--- config.mk ---
export PLATFORM = sky130hd
export DESIGN_NAME = cpu_sequencer
export DESIGN_NICKNAME = d
export VERILOG_FILES = /design/src/rtl/cpu_sequencer.sv
export SDC_FILE = /design/constraint.sdc
export NUM_CORES = 1
export LEC_CHECK = 0
export CAP_MARGIN = 10
export CORE_MARGIN = 8
export CORE_UTILIZATION = 51
export CTS_BUF_LIST = sky130_fd_sc_hd__clkbuf_16
export DETAILED_ROUTE_END_ITERATION = 8
export GPL_ROUTABILITY_DRIVEN = 0
export PLACE_DENSITY = 0.82
export SLEW_MARGIN = 0
export SYNTH_ARGS = -nofsm -noshare
export SYNTH_HDL_FRONTEND = slang
export SYNTH_SLANG_ARGS = --single-unit
--- constraint.sdc ---
create_clock -name clk -period 6.3 [get_ports clk]
set_clock_uncertainty 0.15 [all_clocks]
set_input_delay 0.945 -clock clk [delete_from_list [all_inputs] [get_ports clk]]
set_output_delay 0.945 -clock clk [all_outputs]
set_load 0.05 [all_outputs]
--- src/rtl/cpu_sequencer.sv ---
// Multi-cycle CPU control sequencer: FETCH/DECODE/EXEC/MEM/WB with memory-ready timeouts.
// Strobes decode from the registered state; only ir_load, dmem_we and rf_we also see inputs.
module cpu_sequencer #(
  parameter int MEM_TIMEOUT = 16,
  parameter int CNT_W       = 16
) (
  input  logic             clk,
  input  logic             rst,
  input  logic             run,
  input  logic [3:0]       opcode,
  input  logic             dec_reg_write,
  input  logic             dec_mem_write,
  input  logic             dec_mem_to_reg,
  input  logic             imem_ready,
  input  logic             dmem_ready,
  output logic             imem_req,
  output logic             ir_load,
  output logic             dmem_req,
  output logic             dmem_we,
  output logic             rf_we,
  output logic             pc_inc,
  output logic [2:0]       state,
  output logic             halted,
  output logic             fault,
  output logic [CNT_W-1:0] retired
);

  localparam logic [2:0] S_IDLE   = 3'd0;
  localparam logic [2:0] S_FETCH  = 3'd1;
  localparam logic [2:0] S_DECODE = 3'd2;
  localparam logic [2:0] S_EXEC   = 3'd3;
  localparam logic [2:0] S_MEM    = 3'd4;
  localparam logic [2:0] S_WB     = 3'd5;
  localparam logic [2:0] S_HALT   = 3'd6;

  localparam int WAIT_W = $clog2(MEM_TIMEOUT + 1);

  logic [WAIT_W-1:0] wait_cnt;
  logic              wait_last;
  logic              is_halt_op;
  logic              is_mem_op;

  // The cycle whose missed ready would bring the count to MEM_TIMEOUT; ready still wins here.
  assign wait_last  = (wait_cnt == WAIT_W'(MEM_TIMEOUT - 1));
  assign is_halt_op = (opcode == 4'b1110) || (opcode == 4'b1111);
  assign is_mem_op  = dec_mem_write || dec_mem_to_reg;

  always_ff @(posedge clk) begin
    if (rst) begin
      state    <= S_IDLE;
      wait_cnt <= '0;
      halted   <= 1'b0;
      fault    <= 1'b0;
      retired  <= '0;
    end else begin
      case (state)
        S_IDLE: begin
          wait_cnt <= '0;
          if (run) state <= S_FETCH;
        end
        S_FETCH: begin
          if (imem_ready) begin
            state <= S_DECODE;
          end else if (wait_last) begin
            state  <= S_HALT;
            halted <= 1'b1;
            fault  <= 1'b1;
          end else begin
            wait_cnt <= wait_cnt + WAIT_W'(1);
          end
        end
        S_DECODE: begin
          if (is_halt_op) begin
            state  <= S_HALT;
            halted <= 1'b1;
          end else begin
            state <= S_EXEC;
          end
        end
        S_EXEC: begin
          wait_cnt <= '0;
          state    <= is_mem_op ? S_MEM : S_WB;
        end
        S_MEM: begin
          if (dmem_ready) begin
            state <= S_WB;
          end else if (wait_last) begin
            state  <= S_HALT;
            halted <= 1'b1;
            fault  <= 1'b1;
          end else begin
            wait_cnt <= wait_cnt + WAIT_W'(1);
          end
        end
        S_WB: begin
          retired  <= retired + CNT_W'(1);
          wait_cnt <= '0;
          state    <= run ? S_FETCH : S_IDLE;
        end
        S_HALT: begin
          halted <= 1'b1;
        end
        default: begin
          state  <= S_HALT;
          halted <= 1'b1;
        end
      endcase
    end
  end

  assign imem_req = (state == S_FETCH);
  assign ir_load  = (state == S_FETCH) && imem_ready;
  assign dmem_req = (state == S_MEM);
  assign dmem_we  = (state == S_MEM) && dec_mem_write;
  assign rf_we    = (state == S_WB) && dec_reg_write;
  assign pc_inc   = (state == S_WB);

endmodule

==> results of run 1 <==
==> cells by family (layout without fill, tap and decap cells) <==
| kind of cell | count (synthesis) | after routing | share of synthesized area (%) |
|---|---|---|---|
| AO/OA/AOI/OAI | 34 | 34 | 17.1 |
| AND/OR/NAND/NOR | 70 | 70 | 27.6 |
| adder cells (fa/ha/maj) | 3 | 3 | 2.70 |
| flip-flops | 26 | 26 | 37.4 |
| buffers and inverters | 18 | 51 | 6.74 |
| XOR/XNOR | 11 | 11 | 6.92 |
| multiplexers | 2 | 2 | 1.62 |
==> report_power, final <==
group          leakage [nW]  switching, mW  total [mW]  internal [mW]
registers             0.210        0.00883       0.177          0.168
clock network        0.0511         0.0592       0.186          0.126
logic                 0.369         0.0349      0.0605         0.0255
total                 0.630          0.103       0.423          0.320
==> registers in the layout, summed over array words and instances (netlist names) <==
signal and cells:
retired 16, fault 1, wait_cnt 5, halted 1
state 3
==> per-stage QoR <==
step	setup slack (ps)	power (mW)	instances
5_1_grt	2660	0.436	228
6_report	2760	0.423	228
3_5_place_dp	2750	0.241	224
3_3_place_gp	2770	0.239	224
4_1_cts	2750	0.423	228
2_1_floorplan	2580	0.222	164
==> cell type report <==
cell class	instances	area [um^2]
clock inverters	1	30.0
multi-input cells	120	778
clock buffers	3	75.1
fillers	225	812
inverters	10	37.5
flip-flops and latches	26	520
repair buffers	37	370
well taps	31	38.8
==> synth_stat cells (2+ instances only) <==
cell type	count
and4_1	2
inv_1	9
nand2_1	7
nand4_1	4
nand3_1	4
nor2_1	18
buf_4	2
nor3_1	6
o32ai_1	2
xnor2_1	8
or3_1	3
dfxtp_1	26
and2_1	3
o21ai_0	4
a31oi_1	3
xor2_1	3
a21oi_1	8
clkbuf_1	3
ha_1	3
o31ai_1	4
nor4_1	4
a221oi_1	2
nor2b_1	6
or4_1	3
mux2_2	2
nor3b_1	2
and3_1	3
==> worst min-delay path by stage <==
| stage | cells past startpoint | slack [ps] | endpoint | start |
|---|---|---|---|---|
| floorplan | 2 | 300 | wait_cnt[3]$_SDFFE_PP0P_ | wait_cnt[3]$_SDFFE_PP0P_ |
| global placement | 2 | 310 | wait_cnt[3]$_SDFFE_PP0P_ | wait_cnt[3]$_SDFFE_PP0P_ |
| detailed placement | 2 | 340 | fault$_SDFFE_PP0P_ | fault$_SDFFE_PP0P_ |
| CTS | 2 | 350 | wait_cnt[3]$_SDFFE_PP0P_ | wait_cnt[3]$_SDFFE_PP0P_ |
| global route | 2 | 370 | wait_cnt[4]$_SDFFE_PP0P_ | wait_cnt[4]$_SDFFE_PP0P_ |
| finish | 2 | 350 | wait_cnt[3]$_SDFFE_PP0P_ | wait_cnt[3]$_SDFFE_PP0P_ |
==> layer usage <==
| metal | vias up | share of wire [%] | routed length [um] |
|---|---|---|---|
| li1 | 667 | - | - |
| met1 | 612 | 44 | 1530 |
| met2 | 46 | 47 | 1630 |
| met3 | 5 | 7.4 | 255 |
| met4 | 0 | 1.1 | 38 |
| met5 | - | 0 | 0 |
==> worst max-delay path, stage by stage <==
cell	delay [ps]
clkdlybuf4s50_1	560
and2_1	150
clkdlybuf4s50_1	800
==> reports/metrics.yaml, run 1 <==
grt_pass1_wl_mm: 5.65
rows: 19
syn_area_per_cell_um2: 8.49
port_buffers: 37
ys_seq_area_share_pct: 37.4
syn_to_final_growth_pct: 32.9
finalHoldViolations: 0
max_cap_viol_count: 0
synth_top_area_share_pct: 37.4
rsz0062_at_grt: "no"
placed_cell_area_um2: 1750
cts_resized: 0
final-setup-viol-count: 0
r2r_cells: 7
hold_slack_ps: 351
nets: 213
grt_max_degree: 27
cp_max_fo: 6
antenna_found_initial: 0
clk_pin_slew_ps: 60
num_io_pins: 39
crit_type: "in -> out"
drt_iter0_markers: 119
synthArstFlopShare_pct: 0
core_um2: 2660
worstPathArrival_ps: 2450
root_buffer: "clkbuf_16"
cts_setup_buffers: 0
grt_overflow: 0
rrSetupSlack_ps: 3770
synth_ff_type: "dfxtp_1"
detailed_place_hpwl_mm: 2.58
start_util_pct: 52.3
die_h_um: 68.3
synthesis.area_um2: 1390
drc: 0
drt-total-wl_mm: 3.45
worstMarginPinSlew_ps: 887
ys_ff_latch: 26
grt_use_met3_pct: 4.75
final_common_cell: "clkdlybuf4s50_1"
end_kind: "output pin"
maxSlewViolCount: 0
clock-sinks: 26
grt.busiest_layer: "met2"
max-vdd-ir-drop_uv: 166
powerDensity_nw_per_um2: 229
layout-drive-gt1-share_pct: 4.06
power.leakage_nw: 0.630
hold_class: "reg -> reg"
drt_pass1_iterations: 5
clk_path_buf_depth: 2
use_met1_pct: 18.2
worstPathRequired_ps: 5200
fmax_mhz: 282
finalCriticalPeriod_ps: 3540
status: "complete, no violations"
synth_warnings: 0
final_area_um2: 1850
postCtsHoldBufs: 0
finalSetupTns_ps: 0
cp-start-kind: "input port"
die_w_um: 68.3
synth_edf_count: 0
synthCells: 164
antennaDiodeCount: 0
crit_end: "ir_load"
grt_pass1_vias: 1292
avgViaCountPerCell: 5.83
startpoint: "imem_ready"
cts_tree: "done"
slew_headroom_pct: 40.7
post-route-period-util_pct: 56.2
met2_usage_pct: 25.9
grt_usage_pct: 15.4
final_cell_mix: "clkdlybuf4s50_1, dfxtp_1, nor2_1"
ant_nets: 0
clk_latency_ps: 260
utilization_pct: 69.5
die_area_um2: 4660
reg2reg_from: "wait_cnt[0]$_SDFFE_PP0P_"
yosys-top-cells-area: "dfxtp_1, xnor2_1, nor2_1, a21oi_1, ha_1"
synth.net_count: 179
post_drt_wl_per_cell_um: 15.1
numCtsBuffers: 3
vias: 1330
htree_levels: 1
yosysTopAreaCell: "dfxtp_1"
ys_types: 47
r2r_end: "wait_cnt[3]$_SDFFE_PP0P_"
No activity file was read; power rests on OpenSTA's default activity.
==> run 2: changes to the inputs <==
--- a/config.mk
+++ b/config.mk
@@ -7,11 +7,11 @@
 export LEC_CHECK = 0
 export CAP_MARGIN = 10
 export CORE_MARGIN = 8
-export CORE_UTILIZATION = 51
+export CORE_UTILIZATION = 47
 export CTS_BUF_LIST = sky130_fd_sc_hd__clkbuf_16
 export DETAILED_ROUTE_END_ITERATION = 8
 export GPL_ROUTABILITY_DRIVEN = 0
-export PLACE_DENSITY = 0.82
+export PLACE_DENSITY = 0.77
 export SLEW_MARGIN = 0
 export SYNTH_ARGS = -nofsm -noshare
 export SYNTH_HDL_FRONTEND = slang
==> constraint.sdc (replaced) <==
create_clock -name clk -period 3.28 [get_ports clk]
set_clock_uncertainty 0.15 [all_clocks]
set_input_delay 0.492 -clock clk [delete_from_list [all_inputs] [get_ports clk]]
set_output_delay 0.492 -clock clk [all_outputs]
set_load 0.05 [all_outputs]
==> reports/metrics.yaml, run 2 (synthesis results as in run 1) <==
antennaDiodeCount: 0  # unchanged
slew_headroom_pct: 64.4  # +24 points
switching_share_pct: 24.1  # -0.28 points
final_common_cell: "clkdlybuf4s50_1"
grt_pass1_wl_mm: 5.91  # +4.5%
drt_iter0_markers: 81  # -32%
max_cap_viol_count: 0  # unchanged
power.leakage_nw: 0.640  # +1.6%
grt_overflow: 0  # unchanged
ant_nets: 0  # unchanged
cp_max_fo: 16  # +10
fillers: 241  # +7.1%
fmax_mhz: 334
htree_levels: 1  # unchanged
regMostFlops: "retired"
crit_type: "reg -> out"
sequentialPowerShare_pct: 41.7  # about the same
clk_path_buf_depth: 2  # unchanged
postCtsHoldBufs: 0  # unchanged
antenna_found_initial: 0  # unchanged
syn_to_final_growth_pct: 34.0
cts_tree: "done"
drt-total-wl_mm: 3.50  # +1.3%
final_area_um2: 1870  # +0.81%
grt_max_degree: 27  # unchanged
finalSetupTns_ps: 0  # unchanged
worstMarginPinSlew_ps: 533  # -355 ps
nets: 215  # +0.94%
die_h_um: 70.4  # +3.2%
final_cell_mix: "clkdlybuf4s50_1, dfxtp_1, nor2_1"
avgViaCountPerCell: 5.83  # about the same
end_kind: "output pin"
top_regs: "retired x16, wait_cnt x5, state x3"
worstPathRequired_ps: 2640  # -2560 ps
clk_latency_ps: 260  # about the same
largest_reg_flops: 16  # unchanged
clock-sinks: 26  # unchanged
die_w_um: 70.4  # +3.2%
port_buffers: 37  # unchanged
maxSlewViolCount: 0  # unchanged
powerDensity_nw_per_um2: 435  # +90%
start_util_pct: 50.1  # -2.2 points
num_io_pins: 39  # unchanged
cts_setup_buffers: 0  # unchanged
status: "complete, no violations"
max-vdd-ir-drop_uv: 510  # +210%
detailed_place_hpwl_mm: 2.65  # +2.4%
rsz0062_at_grt: "no"
combPwrFrac_pct: 14.8  # +0.5 points
finalCriticalPeriod_ps: 2990
layout-drive-gt1-share_pct: 5.03  # +0.96 points
post-route-period-util_pct: 91.2
worstPathArrival_ps: 2350  # -100 ps
placed_cell_area_um2: 1760  # +0.86%
drc: 0  # unchanged
hold_class: "reg -> reg"
vias: 1342  # +0.90%
drt_pass1_iterations: 5  # unchanged
final-setup-viol-count: 0  # unchanged
numCtsBuffers: 3  # unchanged
clk_pin_slew_ps: 60  # about the same
clockPowerShare_pct: 43.4  # -0.5 points
grt_pass1_vias: 1311  # +1.5%
rows: 19  # unchanged
root_buffer: "clkbuf_16"
grt_usage_pct: 14.0  # -1.4 points
finalHoldViolations: 0  # unchanged
die_area_um2: 4960  # +6.5%
p_int_mw: 0.616  # +92%
core_um2: 2780  # +4.5%
p_sw_mw: 0.195  # +90%
cts_resized: 0  # unchanged
cp-start-kind: "flip-flop"
post_drt_wl_per_cell_um: 15.2  # +0.39%
run 2: changes by cell type in the layout (fill, tap and decap cells not counted):
cell,delta
buf_4,+2
run 2: metrics by stage:
stage                     worst slack [ps]  utilization (%)  power, mW  hold slack [ps]  cells
after floorplan                       11.1                -      0.426              298    164
after global placement                 610             63.3      0.461              306    226
after detailed placement               584             63.3      0.464              336    226
after CTS                              301             67.1      0.815              345    230
after global routing                   130             67.1      0.835              376    230
final                                  289             67.1      0.811              344    230
run 2: final timing paths:
| check | from | end | slack [ps] | depth (start not counted) |
|---|---|---|---|---|
| min | wait_cnt[3]$_SDFFE_PP0P_ | wait_cnt[3]$_SDFFE_PP0P_ | 340 | 2 |
| max | state[0]$_SDFFE_PP0P_ | rf_we | 290 | 4 |
| max reg2reg | wait_cnt[0]$_SDFFE_PP0P_ | wait_cnt[3]$_SDFFE_PP0P_ | 730 | 7 |
| min reg2reg | wait_cnt[3]$_SDFFE_PP0P_ | wait_cnt[3]$_SDFFE_PP0P_ | 340 | 2 |
run 2: final cells by class:
cell class | count | area [um^2] | share of cell area [%]
repair buffers | 39 | 385 | 20.7
multi-input cells | 120 | 778 | 41.7
well taps | 31 | 38.8 | 2.08
clock inverters | 1 | 30.0 | 1.61
clock buffers | 3 | 75.1 | 4.02
inverters | 10 | 37.5 | 2.01
flip-flops and latches | 26 | 520 | 27.9
run 2: critical path, stage by stage, from the launching register on:
cell and delay, ps:
dfxtp_1 630, nand3b_1 310, inv_2 220, and2_1 140
clkdlybuf4s50_1 790
run 2: power groups by stage:
stage	clock network (mW)	logic [mW]	registers, mW
after floorplan	0	0.0740	0.352
after global placement	0	0.117	0.344
after detailed placement	0	0.118	0.345
after CTS	0.356	0.121	0.338
after global routing	0.364	0.130	0.340
final	0.352	0.120	0.339
run 2: metal layers:
metal / vias to the layer above / track usage [%] / wire, um
met4: 0 / 3.79 / 29
met1: 613 / 15.4 / 1510
li1: 674 / - / -
met3: 6 / 5.37 / 290
met2: 49 / 24.1 / 1670
met5: - / 0 / 0
==> run 3: changes to the inputs <==
--- a/config.mk
+++ b/config.mk
@@ -9,8 +9,10 @@
 export CORE_MARGIN = 8
 export CORE_UTILIZATION = 47
 export CTS_BUF_LIST = sky130_fd_sc_hd__clkbuf_16
+export CTS_CLUSTER_SIZE = 40
 export DETAILED_ROUTE_END_ITERATION = 8
 export GPL_ROUTABILITY_DRIVEN = 0
+export MAX_ROUTING_LAYER = met4
 export PLACE_DENSITY = 0.77
 export SLEW_MARGIN = 0
 export SYNTH_ARGS = -nofsm -noshare
==> reports/metrics.yaml, run 3 (synthesis results as in run 1) <==
final_area_um2: 1870  # unchanged
clock-sinks: 26  # unchanged
cp-start-kind: "flip-flop"
die_area_um2: 4960  # unchanged
cts_setup_buffers: 0  # unchanged
combPwrFrac_pct: 14.8  # about the same
clockPowerShare_pct: 43.3  # about the same
end_kind: "output pin"
status: "complete, no violations"
layout-drive-gt1-share_pct: 5.03  # unchanged
grt_max_degree: 27  # unchanged
max-vdd-ir-drop_uv: 510  # about the same
drt_pass1_iterations: 4  # -1
die_h_um: 70.4  # unchanged
regMostFlops: "retired"
drt_iter0_markers: 89  # +9.9%
syn_to_final_growth_pct: 34.0  # unchanged
rsz0062_at_grt: "no"
drc: 0  # unchanged
postCtsHoldBufs: 0  # unchanged
worstMarginPinSlew_ps: 535  # +2.51 ps
cts_tree: "done"
power.leakage_nw: 0.640  # unchanged
final-setup-viol-count: 0  # unchanged
clk_pin_slew_ps: 60  # about the same
largest_reg_flops: 16  # unchanged
start_util_pct: 50.1  # unchanged
crit_type: "reg -> out"
cp_max_fo: 16  # unchanged
hold_slack_ps: 345  # +0.393 ps
grt_usage_pct: 14.4  # +0.43 points
avgViaCountPerCell: 5.82  # -0.22%
switching_share_pct: 23.9  # -0.16 points
finalCriticalPeriod_ps: 2990  # -2.22 ps
p_sw_mw: 0.193  # -0.88%
worstPathRequired_ps: 2640  # about the same
placed_cell_area_um2: 1760  # unchanged
fin_ws_ps: 291  # +2.22 ps
maxSlewViolCount: 0  # unchanged
p_int_mw: 0.616  # about the same
worstPathArrival_ps: 2350  # about the same
utilization_pct: 67.1  # unchanged
dp_slack_ps: 584  # unchanged
top_regs: "retired x16, wait_cnt x5, state x3"
ant_nets: 0  # unchanged
placed_cells_incl_taps: 226  # unchanged
slew_headroom_pct: 64.2  # -0.17 points
port_buffers: 37  # unchanged
final_cell_mix: "clkdlybuf4s50_1, dfxtp_1, nor2_1"
total_power_mw: 0.809  # -0.22%
nets: 215  # unchanged
sequentialPowerShare_pct: 41.8  # about the same
powerDensity_nw_per_um2: 434  # -0.22%
drt-total-wl_mm: 3.49  # -0.20%
rows: 19  # unchanged
vias: 1339  # -0.22%
numCtsBuffers: 3  # unchanged
clk_path_buf_depth: 2  # unchanged
final_common_cell: "clkdlybuf4s50_1"
cts_resized: 0  # unchanged
num_io_pins: 39  # unchanged
core_um2: 2780  # unchanged
htree_levels: 1  # unchanged
finalNonFillerCells: 230  # unchanged
clk_latency_ps: 260  # about the same
hold_class: "reg -> reg"
fmax_mhz: 335  # about the same
post-route-period-util_pct: 91.1  # about the same
finalHoldViolations: 0  # unchanged
die_w_um: 70.4  # unchanged
post_drt_wl_per_cell_um: 15.2  # -0.20%
finalSetupTns_ps: 0  # unchanged
max_cap_viol_count: 0  # unchanged
antenna_found_initial: 0  # unchanged
detailed_place_hpwl_mm: 2.65  # unchanged
antennaDiodeCount: 0  # unchanged
grt_pass1_vias: 1310  # -0.076%
grt_overflow: 0  # unchanged
root_buffer: "clkbuf_16"
grt_pass1_wl_mm: 5.93  # +0.36%
-- run 3: final cells by class --
class	count	area (um^2)
timing repair buffer	39	385
clock buffer	3	75.1
sequential	26	520
clock inverter	1	30.0
multi-input combinational	120	778
fill	241	916
tap	31	38.8
inverter	10	37.5
-- run 3: power groups by stage --
stage	clock network, mW	logic (mW)	registers, mW
floorplan	0	0.0740	0.352
global placement	0	0.117	0.344
detailed placement	0	0.118	0.345
CTS	0.356	0.121	0.338
global route	0.364	0.130	0.340
finish	0.351	0.120	0.339
-- run 3: layer usage --
metal / up-vias / share of wire (%) / GRT usage (%)
met1: 621 / 45 / 16.1
li1: 672 / - / -
met2: 42 / 48 / 24.0
met4: 0 / 0.80 / 3.79
met5: - / 0 / -
met3: 4 / 6.8 / 4.66
-- run 3: final timing paths --
path / startpoint / slack (ps) / endpoint / depth (start not counted)
setup / recovery: state[0]$_SDFFE_PP0P_ / 290 / rf_we / 4
setup reg to reg: wait_cnt[0]$_SDFFE_PP0P_ / 730 / wait_cnt[3]$_SDFFE_PP0P_ / 7
hold / removal: wait_cnt[3]$_SDFFE_PP0P_ / 340 / wait_cnt[3]$_SDFFE_PP0P_ / 2
hold reg to reg: wait_cnt[3]$_SDFFE_PP0P_ / 340 / wait_cnt[3]$_SDFFE_PP0P_ / 2
-- run 3: critical path, cell delays in order (launching register included) --
cell	delay (ps)
dfxtp_1	630
nand3b_1	310
inv_2	210
and2_1	140
clkdlybuf4s50_1	790
